## config.mk

```make
export PLATFORM = sky130hd
export DESIGN_NAME = lif_step_scheduler
export DESIGN_NICKNAME = d
export VERILOG_FILES = /design/src/rtl/lif_pkg.sv /design/src/rtl/lif_step_scheduler_update.sv /design/src/rtl/lif_step_scheduler.sv
export SDC_FILE = /design/constraint.sdc
export NUM_CORES = 1
export LEC_CHECK = 0
export ABC_AREA = 1
export BUFFER_PORTS_ARGS = -buffer_cell sky130_fd_sc_hd__buf_2
export CORE_MARGIN = 8
export CORE_UTILIZATION = 35
export CTS_CLUSTER_DIAMETER = 50
export DETAILED_ROUTE_END_ITERATION = 8
export PLACE_DENSITY_LB_ADDON = 0.3
export SYNTH_ARGS = -nofsm -noshare
export SYNTH_HDL_FRONTEND = slang
export SYNTH_SLANG_ARGS = --single-unit
```

## constraint.sdc

```tcl
create_clock -name clk -period 5.3 [get_ports clk]
set_input_delay 0.265 -clock clk [delete_from_list [all_inputs] [get_ports clk]]
set_output_delay 0.265 -clock clk [all_outputs]
set_load 0.01 [all_outputs]
```

## src/rtl/lif_pkg.sv

```systemverilog
// Shared types, constants and arithmetic helpers for the LIF timestep scheduler.
package lif_pkg;

   localparam int LEAK_W = 3;

   // FSM encoding kept as plain constants so it stays legacy-tool friendly.
   typedef logic [1:0] state_t;
   localparam state_t ST_IDLE   = 2'd0;
   localparam state_t ST_FETCH  = 2'd1;
   localparam state_t ST_UPDATE = 2'd2;
   localparam state_t ST_DONE   = 2'd3;

   // Leak: u - (u >> leak); a shift of zero means "no leak" rather than "leak everything".
   function automatic logic [31:0] leak_apply(input logic [31:0] u,
                                              input logic [LEAK_W-1:0] leak);
      if (leak == '0) return u;
      return u - (u >> leak);
   endfunction

   // Unsigned add that clamps at the all-ones value of a w-bit word.
   function automatic logic [31:0] sat_add(input logic [31:0] a,
                                           input logic [31:0] b,
                                           input int w);
      logic [32:0] s;
      logic [31:0] max_val;
      max_val = (w >= 32) ? '1 : ((32'd1 << w) - 32'd1);
      s       = {1'b0, a} + {1'b0, b};
      if (s > {1'b0, max_val}) return max_val;
      return s[31:0];
   endfunction

endpackage

```

## src/rtl/lif_step_scheduler_update.sv

```systemverilog
// Combinational leak / integrate / fire for one neuron.
module lif_update
   import lif_pkg::*;
#(
   parameter int MEM_W = 8
) (
   input  logic [MEM_W-1:0]  u,
   input  logic [MEM_W-1:0]  curr,
   input  logic [MEM_W-1:0]  threshold,
   input  logic [LEAK_W-1:0] leak,
   output logic [MEM_W-1:0]  u_next,
   output logic              spike
);

   logic [MEM_W-1:0] leaked;
   logic [MEM_W-1:0] sum;

   // Leak the membrane, add the input current with saturation, fire and reset on threshold.
   always_comb begin
      leaked = MEM_W'(leak_apply(32'(u), leak));
      sum    = MEM_W'(sat_add(32'(leaked), 32'(curr), MEM_W));
      spike  = (sum >= threshold);
      u_next = spike ? '0 : sum;
   end

endmodule

```

## src/rtl/lif_step_scheduler.sv

```systemverilog
// Timestep controller: walks every virtual neuron through one shared LIF update unit.
module lif_step_scheduler
   import lif_pkg::*;
#(
   parameter int                N_NEURONS  = 4,
   parameter int                MEM_W      = 8,
   parameter logic [MEM_W-1:0]  THRESH_RST = MEM_W'(100),
   parameter logic [LEAK_W-1:0] LEAK_RST   = LEAK_W'(2)
) (
   input  logic                         clk,
   input  logic                         rst,
   input  logic                         step_valid,
   output logic                         step_ready,
   input  logic                         cfg_we,
   input  logic [MEM_W-1:0]             cfg_thresh,
   input  logic [LEAK_W-1:0]            cfg_leak,
   input  logic                         mem_clear,
   output logic [$clog2(N_NEURONS)-1:0] curr_addr,
   input  logic [MEM_W-1:0]             curr_data,
   output logic [N_NEURONS-1:0]         spike_out,
   output logic                         spike_valid,
   output logic                         busy
);

   localparam int IDX_W = $clog2(N_NEURONS);
   localparam logic [IDX_W-1:0] IDX_LAST = IDX_W'(N_NEURONS - 1);

   state_t               state_q,  state_d;
   logic [IDX_W-1:0]     idx_q,    idx_d;
   logic [IDX_W-1:0]     addr_q,   addr_d;
   logic [N_NEURONS-1:0] acc_q,    acc_d;
   logic [N_NEURONS-1:0] spk_q,    spk_d;
   logic [MEM_W-1:0]     thresh_q, thresh_d;
   logic [LEAK_W-1:0]    leak_q,   leak_d;
   logic [MEM_W-1:0]     mem_q [N_NEURONS];
   logic [MEM_W-1:0]     mem_d [N_NEURONS];

   logic [MEM_W-1:0]     u_next;
   logic                 spike;

   lif_update #(.MEM_W(MEM_W)) u_update (
      .u         (mem_q[idx_q]),
      .curr      (curr_data),
      .threshold (thresh_q),
      .leak      (leak_q),
      .u_next    (u_next),
      .spike     (spike)
   );

   // Next-state logic: FSM, index walk, membrane write-back, spike assembly, IDLE-only config.
   always_comb begin
      // NOTE: every variable gets its hold value first so no path through the case infers a latch.
      state_d  = state_q;
      idx_d    = idx_q;
      addr_d   = addr_q;
      acc_d    = acc_q;
      spk_d    = spk_q;
      thresh_d = thresh_q;
      leak_d   = leak_q;
      mem_d    = mem_q;

      case (state_q)
         ST_IDLE: begin
            if (cfg_we) begin
               thresh_d = cfg_thresh;
               leak_d   = cfg_leak;
            end
            if (mem_clear) begin
               for (int i = 0; i < N_NEURONS; i++) mem_d[i] = '0;
            end
            if (step_valid) begin
               idx_d   = '0;
               addr_d  = '0;
               acc_d   = '0;
               state_d = ST_FETCH;
            end
         end
         ST_FETCH: begin
            addr_d  = idx_q;
            state_d = ST_UPDATE;
         end
         ST_UPDATE: begin
            mem_d[idx_q] = u_next;
            acc_d[idx_q] = spike;
            if (idx_q == IDX_LAST) begin
               // Publish the finished vector on entry to DONE so it is valid alongside the pulse.
               spk_d   = acc_d;
               state_d = ST_DONE;
            end else begin
               idx_d   = idx_q + 1'b1;
               addr_d  = idx_q + 1'b1;
               state_d = ST_FETCH;
            end
         end
         ST_DONE: begin
            state_d = ST_IDLE;
         end
         default: begin
            state_d = ST_IDLE;
         end
      endcase
   end

   // State registers with asynchronous reset back to the power-up configuration.
   always_ff @(posedge clk or posedge rst) begin
      // NOTE: sequential state uses non-blocking assignments so every flop samples pre-edge values.
      if (rst) begin
         state_q  <= ST_IDLE;
         idx_q    <= '0;
         addr_q   <= '0;
         acc_q    <= '0;
         spk_q    <= '0;
         thresh_q <= THRESH_RST;
         leak_q   <= LEAK_RST;
         // NOTE: the membrane array is a handful of flops, not a RAM, so it can and must reset to 0.
         for (int i = 0; i < N_NEURONS; i++) mem_q[i] <= '0;
      end else begin
         state_q  <= state_d;
         idx_q    <= idx_d;
         addr_q   <= addr_d;
         acc_q    <= acc_d;
         spk_q    <= spk_d;
         thresh_q <= thresh_d;
         leak_q   <= leak_d;
         mem_q    <= mem_d;
      end
   end

   assign step_ready  = (state_q == ST_IDLE);
   assign busy        = (state_q != ST_IDLE);
   assign spike_valid = (state_q == ST_DONE);
   assign spike_out   = spk_q;
   assign curr_addr   = addr_q;

endmodule

```

* Yosys cells after proc, flatten, opt, wreduce, memory -nomap -nowiden
Cells that the tools add are included.
Operators by class: add/subtract/negate cells 3, multiplexer cells 27, magnitude comparators 6, reduce and logical (&&, ||, !) cells 13, equal/unequal tests 7, bitwise logic cells 1, shifts and indexed selects 1
Operators with widths (number):
- 2-to-1 mux 8 bit | 8
- case mux 32 bit (2 select lines) | 1
- bitwise mux 32 bit | 1
- 2-to-1 mux 32 bit | 1
- binary-select mux 8 bit (select 2 bit) | 1
- demux 8 bit (select 2 bit) | 1
- adder 8 x 8 -> 9 bit | 1
- > comparator 9 x 8 -> 1 bit, second input constant | 1
- >= comparator 8 bit | 1
- 2-to-1 mux 2 bit | 4
- case mux 2 bit (4 select lines) | 1
- case mux 4 bit (2 select lines) | 1
- AND reduction 2 bit | 4
- right shift 8 x 3 -> 8 bit | 1
- subtractor 8 bit | 1
- == test 2 bit, second input constant | 3
- case mux 2 bit (3 select lines) | 1
- AND reduction 3 bit | 2
- bitwise mux 4 bit | 1
- 2-to-1 mux 4 bit | 1
- != test 2 bit, second input constant | 2
- case mux 2 bit (2 select lines) | 1
- nonzero test 2 bit | 2
- >= comparator 3 bit, second input constant | 1
- 13 further kinds | 16
Storage, ports and cells: word-level logic and storage cells 69, output and inout port bits 9, register bits 57, bits of input ports 24

* Longest topological paths before layout
Gate-level depths: netlist of run 1.
depth after elaboration 15, mapped depth 41, mapped depth without buffers 39

* Cells and area by module
Synthesis of run 1 repeated with hierarchy kept, for this count alone.
Unflattened totals: cell total of the unflattened synthesis 645, area, all modules 4383.0 sq um
Modules (own cells, without submodules):
- lif_step_scheduler | area an instance 3054.2 sq um, seq. area each 1431.4 sq um, cells each 415, times used 1
- lif_update | area an instance 1328.8 sq um, seq. area each 0.0 sq um, cells each 230, times used 1

* Worst setup path after synthesis of run 1
Ideal clock, no wire load.
kind flip-flop to flip-flop, start point register idx_q[0], end point register mem_q[5] (netlist name), clock period less this slack 4327 ps, stages on the path, launching flop included 35, setup time 65 ps, path slack 973 ps, buffers on the path 3, arrival 4262 ps, required time 5235 ps, path through dfrtp_1 buf_6 inv_4 buf_6 nand2_1 nand3_1 nand2_1 inv_1 nand2_2 nand3_1 nand3_1 nand2_1 ha_1 inv_1 fa_1 nand4_1 o211ai_1 nand2_1 nand2_1 o21ai_0 ha_1 nand2_1 inv_1 nand2_1 nand2_1 a21oi_4 nand3_1 ha_1 a21o_1 nor2_4 nand2_2 nor2_4 buf_6 nand3_1 nand2_1
Between the ends: word-level cells in the longest chain between the ends 15, elaborated cells on any way between the ends 21, classes of those cells add/sub: 2; order compare: 4; shift: 1; mux: 12; bitwise: 1; reduce/logical: 1
Ends and longest elaborated chain:
- start, declared | RTL line lif_step_scheduler.sv:29 | logic [IDX_W-1:0] idx_q, idx_d;
- start signal, assigned | RTL line lif_step_scheduler.sv:119 | idx_q <= idx_d;
- inverter 2 -> 3 bit (implied by the code) * | RTL line lif_step_scheduler.sv:42, lif_step_scheduler.sv:83
- binary-select mux 8 bit (select 2 bit) | RTL line lif_step_scheduler.sv:42 | .u (mem_q[idx_q]),
- 2-to-1 mux 8 bit (implied by the code) (2 in series) | RTL line lif_step_scheduler.sv:42
- right shift 8 x 3 -> 8 bit | RTL line lif_pkg.sv:17 | return u - (u >> leak);
- subtractor 8 bit | RTL line lif_pkg.sv:17
- 2-to-1 mux 8 bit | RTL line lif_pkg.sv:17
- adder 8 x 8 -> 9 bit | RTL line lif_pkg.sv:27 | s = {1'b0, a} + {1'b0, b};
- > comparator 9 x 8 -> 1 bit | RTL line lif_pkg.sv:28 | if (s > {1'b0, max_val}) return max_val;
- 2-to-1 mux 1 bit | RTL line lif_pkg.sv:28
- 2-to-1 mux 8 bit | RTL line lif_pkg.sv:29 | return s[31:0];
- >= comparator 8 bit | RTL line lif_step_scheduler_update.sv:22 | spike = (sum >= threshold);
- 2-to-1 mux 8 bit | RTL line lif_step_scheduler_update.sv:23 | u_next = spike ? '0 : sum;
- bitwise mux 32 bit * | RTL line lif_step_scheduler.sv:83 | mem_d[idx_q] = u_next;
- case mux 32 bit (2 select lines) * | RTL line lif_step_scheduler.sv:62 | case (state_q)
- end signal, assigned | RTL line lif_step_scheduler.sv:125 | mem_q <= mem_d;
- end, declared | RTL line lif_step_scheduler.sv:35 | logic [MEM_W-1:0] mem_q [N_NEURONS];
Mark *: on every way between the ends. The rest lies on a longest branch, timed or not. The select of a mux whose other input is x is not followed. A chain may end at the register's enable or synchronous reset.

* Worst setup path in the final report of run 1
start point register idx_q[0], end point register mem_q[20] (netlist name)
Same word-level chain as after synthesis.

==> metrics.md, run 1 <==
| Metric | Value |
|---|---|
| Largest net degree at the start of global routing | 57 |
| Post-DP HPWL | a little over 8 mm |
| Worst-Margin Slew | approximately 0.73 ns |
| Drt first pass iters | 5 |
| Critical Path RT | between 5 and 6 ns |
| Dpl ws | between 0.3 and 0.4 ns |
| Max Freq | approximately 0.21 GHz |
| Number of synthesized register bits | 56 |
| Cell mode on critical path | nand2_1 |
| Slowest cell on the critical path | dfrtp_2 |
| Crit path largest cell delay | around 0.5 ns |
| Final setup TNS | 0 ns |
| Final wirelength | 10.6 mm |
| Reg2reg path depth | 31 |
| Register area share after synthesis | 0.345 |
| Mean Syn Cell Area | 7.17 um^2 |
| H-tree levels | 2 |
| Hold_buf cts | 0 |
| Die area | ~15000 um^2 |
| Fin crit period | 4.80 ns |
| EDFF count, synth | 0 |
| Total number of vias | around 3700 |
| Synth Net Count | roughly 630 |
| Final WS setup | roughly 0.50 ns |
| Worst-path clk slew | around 0.070 ns |
| Crit path buf inv count | 3 |
| Crit-path leading delay family | simple AND/OR/NAND/NOR gates |
| GRT Total Usage | 0.147 |
| Worst clock skew | 0.00694 ns |
| GRT overflow | 0 |
| Setup crit start kind | register |
| N_diodes | 0 |
| Relative slew slack | 0.514 |
| Vias in the first global route | between 3000 and 4000 |
| Boundary pin count | 33 |
| Worst EP arrival | roughly 5.0 ns |
| Initial antenna violation count | 0 |
| FFs w/ async S/R, synth | 1.00 |
| Fin crit share | 0.906 |
| TritonCTS clock tree | yes |
| Syn-to-layout area delta | 11.7% |
| CTS buffer count | 5 |
| DR DRC count | 0 |
| Final #Nets | about 660 |
| RD Place Congestion | approximately 0.9 |
| Drt wl/cell | ~14 um |
| Root Driver | clkbuf_16 |
| R2R Path Start | idx_q[0] |
| # clock sinks | 56 |
| Synth Flop Type | dfrtp_1 |
| Placed Area | 4400 um^2 |
| Run status | completed |
| Final instance area | between 4000 and 5000 um^2 |
| IO buf count | 32 |
| Synth Cell Area | between 4000 and 5000 um^2 |
| Max Root-Sink Buffers | 2 |
| Syn Inst Count | around 570 |
| Final Hold Vio Count | 0 |
| Synth unique cells | 35 |
| Layout cells sized above 1 | 0.157 |
| Hold Path Class | in -> async |
| Crit Path Class | reg -> reg |
| Clk Latency, worst-skew pair | 0.29 ns |
| Die Wd | around 120 um |
| Vias/cell | 4.98 |
| Synth warnings | 0 |
| Utilization after layout | 0.399 |
| Max cap viols | 0 |
| DR iter-0 viols | about 280 |
| Core Rows | 39 |
| # setup viols final | 0 |
| CP Max Fanout | 33 |
| Core Box Area | 11400 um^2 |
| Chip height | between 100 and 150 um |
| Initial Util | 0.357 |
| Final ANT Viol Nets | 0 |
| RSZ-0062 raised after global routing | false |
| Final Max Tran Viols | 0 |
| RR Endpoint | mem_q[20] |
| First-pass GRT wire length | 18.0 mm |
| Worst R2R Setup Slack | roughly 0.5 ns |
| Crit. End Element | register |
timing repair:
| action | CTS | global route |
|---|---|---|
| endpoints found under the setup margin | 0 | 33 |
| resized for setup | 0 | 4 |
| buffers inserted | 0 | 0 |
metal layers:
| metal | share of wire | up-vias | track usage | wire [um] |
|---|---|---|---|---|
| met4 | 0.023 | 0 | 0.0535 | 243 |
| li1 | - | 1885 | - | - |
| met2 | 0.48 | 106 | 0.248 | 5070 |
| met5 | 0 | - | 0 | 0 |
| met3 | 0.043 | 18 | 0.0213 | 461 |
| met1 | 0.46 | 1721 | 0.188 | 4830 |
flip-flops by register name (all words and copies together), names as in the netlist:
signal,cells
thresh_q,8
acc_q,3
state_q,2
mem_q,32
spike_out,4
curr_addr,2
idx_q,2
leak_q,3
kinds of logic (layout without fill, tap and decap cells):
logic type,after synthesis,after routing,share of synthesized area
AOI/OAI and AO/OA,49,49,0.0727
xor gates and xnor gates,5,5,0.0107
adders and majority gates,34,34,0.108
buffers and inverters,74,111,0.0938
DFF,56,56,0.345
muxes,1,1,0.00276
and+or+nand+nor,350,350,0.367
synthesized netlist by cell type, drive strengths merged (3+ instances only):
library cell / n / area [um^2]
nand2: 227 / 870
nand3: 73 / 370
inv: 59 / 224
dfrtp: 52 / 1300
nor2: 38 / 178
ha: 32 / 400
o21ai: 23 / 141
a21oi: 20 / 111
buf: 12 / 121
nand4: 8 / 56.3
dfstp: 4 / 105
or2: 4 / 25.0
xnor2: 3 / 26.3
final cells by class:
| type | count | area, um^2 |
|---|---|---|
| clock inverter | 1 | 7.51 |
| inverter | 60 | 259 |
| timing repair buffer | 43 | 268 |
| tap | 143 | 179 |
| clock buffer | 7 | 143 |
| multi-input combinational | 439 | 2290 |
| sequential | 56 | 1410 |
| fill | 1206 | 6860 |
cells in the final DEF (no fill, tap or decap), drive strengths merged:
cell type	Yosys	layout
nand2	227	227
nand3	73	73
inv	59	59
dfrtp	52	52
buf	12	43
nor2	38	38
ha	32	32
o21ai	23	23
a21oi	20	20
nand4	8	8
clkbuf	2	7
or2	4	4
dfstp	4	4
xnor2	3	3
o21bai	2	2
xor2	2	2
o211ai	2	2
fa	2	2
a21o	1	1
bufinv	1	1
mux2	1	1
a31oi	1	1
clkinvlp	0	1
how the worst max path moves through the flow:
stage	startpoint	end	depth (start not counted)
floorplan	idx_q[0]	mem_q[5]	34
detailed placement	idx_q[0]	mem_q[20]	30
finish	idx_q[0]	mem_q[20]	31
CTS	idx_q[0]	mem_q[20]	30
global route	idx_q[0]	spike_out[3]	34
global placement	idx_q[0]	spike_out[3]	35
per-stage QoR:
stage               hold WS, ns  std cells
floorplan                 0.395        569
global placement          0.454        741
detailed placement        0.463        741
CTS                       0.193        749
global route              0.197        749
finish                    0.170        749
worst reg2reg max path: cells and delay by family, from the launching register on:
family / cells / cell delay (ns)
compound gates: 7 / 1.10
fa+ha+maj: 3 / 1.07
buf+inv: 3 / 0.42
flops: 1 / 0.50
simple gates: 18 / 1.66
Power of run 1 is not shown: default switching activity piles up to over one toggle a cycle in this logic, so the estimate is an artifact.
==> inputs of run 2 (changes only) <==
- CELL_PAD_IN_SITES_DETAIL_PLACEMENT: not set -> 1
- CELL_PAD_IN_SITES_GLOBAL_PLACEMENT: not set -> 2
==> metrics.md, run 2 (synthesis gave the netlist of run 1 again) <==
| Metric | Value |
|---|---|
| Die area | 15400 um^2 |
| Initial Util | 0.357 |
| Setup crit start kind | register |
| GRT overflow | 0 |
| TritonCTS clock tree | yes |
| Root Driver | clkbuf_16 |
| Clk Latency, worst-skew pair | 0.31 ns |
| First-pass GRT wire length | 20.6 mm |
| Final Max Tran Viols | 0 |
| Final WS setup | around 0.35 ns |
| Post-DP HPWL | 9.71 mm |
| H-tree levels | 2 |
| Final wirelength | 12.9 mm |
| RD Place Congestion | ~0.84 |
| # setup viols final | 0 |
| GRT Total Usage | 0.171 |
| CP Max Fanout | 21 |
| Worst EP arrival | 5.20 ns |
| Largest register by flop count | mem_q |
| Run status | completed |
| Syn-to-layout area delta | 16.1% |
| Max Freq | between 0.2 and 0.25 GHz |
| Crit Path Class | reg -> reg |
| CTS buffer count | 5 |
| Vias in the first global route | just over 4000 |
| Worst-Margin Slew | approximately 0.75 ns |
| Layout cells sized above 1 | 0.192 |
| Fin crit period | 4.95 ns |
| Crit. End Element | register |
| Post-Layout Cell Count | 762 |
| Final Hold Vio Count | 0 |
| IO buf count | 32 |
| Critical Path RT | approximately 5.6 ns |
| Drt first pass iters | 4 |
| Worst clock skew | between 0.01 and 0.015 ns |
| Crit path buf inv count | 5 |
| N_diodes | 0 |
| Final #Nets | ~680 |
| Total number of vias | about 3900 |
| Chip height | 124 um |
| Commonest non-fill, non-tap cell in the layout | nand2_1 |
| Cell mode on critical path | nand2_1 |
| Vias/cell | 5.08 |
| Dpl ws | 0.222 ns |
| Max Root-Sink Buffers | 2 |
| Crit-path leading delay family | simple AND/OR/NAND/NOR gates |
| Fin crit share | 0.934 |
| Max cap viols | 0 |
| Die Wd | about 120 um |
| Worst-path clk slew | approximately 0.08 ns |
| Hold Path Class | in -> async |
| Slowest cell on the critical path | dfrtp_2 |
| # clock sinks | 56 |
| Final ANT Viol Nets | 0 |
| Relative slew slack | 0.496 |
| # placed instances | ~740 |
| DR iter-0 viols | around 160 |
| Drt wl/cell | between 15 and 20 um |
| Commonest non-fill, non-tap cells in the layout | nand2_1, nand3_1, inv_1, dfrtp_1, buf_2 |
| Initial antenna violation count | 0 |
| Max reg flops | 32 |
| Boundary pin count | 33 |
| Largest net degree at the start of global routing | between 50 and 60 |
| DR DRC count | 0 |
| Core Box Area | approximately 11000 um^2 |
| Core Rows | 39 |
| Crit path largest cell delay | slightly below 0.5 ns |
run 2: cell types whose count changed in the layout (fill, tap and decap cells not counted), moves of 3 or more:
cell,previous run,this run
nand2_1,220,216
nand2_2,7,11
buf_4,9,19
ha_1,32,29
ha_4,0,3
run 2: metrics by stage:
stage | TNS, ns | cell area [um^2] | utilization | hold slack, ns
after CTS | 0 | 4550 | 0.399 | 0.190
after global placement | 0 | 4410 | 0.386 | 0.454
after detailed placement | 0 | 4410 | 0.386 | 0.463
final | 0 | 4740 | 0.415 | 0.163
after global routing | -0.725 | 4740 | 0.415 | 0.210
after floorplan | 0 | 4080 | - | 0.395
run 2: layout make-up:
| type | count | area, um^2 |
|---|---|---|
| Clock buffer | 5 | 125 |
| Clock inverter | 3 | 21.3 |
| Fill cell | 1477 | 6680 |
| Inverter | 60 | 259 |
| Multi-Input combinational cell | 439 | 2350 |
| Sequential cell | 56 | 1410 |
| Tap cell | 143 | 179 |
| Timing Repair Buffer | 56 | 395 |
run 2: routing by layer:
layer  track usage  share of wire
met1         0.219           0.45
met2         0.295           0.51
met3        0.0195          0.032
met4        0.0506          0.014
met5             0              0
run 2: final timing paths:
path	slack (ns)	depth (start not counted)	end	start
max in group asynchronous	4.61	3	idx_q[1]	rst
min in group clk	0.20	3	thresh_q[5]	cfg_thresh[5]
min	0.16	3	thresh_q[3]	rst
max reg2reg	0.35	34	mem_q[27]	idx_q[0]
max	0.35	34	mem_q[27]	idx_q[0]
min reg2reg	0.47	2	mem_q[14]	mem_q[14]
run 2: tightest hold or removal path, stage by stage:
cell and delay (ns):
buf_2 0.10, inv_2 0.03, buf_4 0.57
run 2: repair_timing:
item                                    CTS  global route
endpoints found under the setup margin    0            38
gates resized for setup                   0            18
hold buffers                              0             0
buffers inserted                          0             7
Power of run 2 is left out for the same reason.
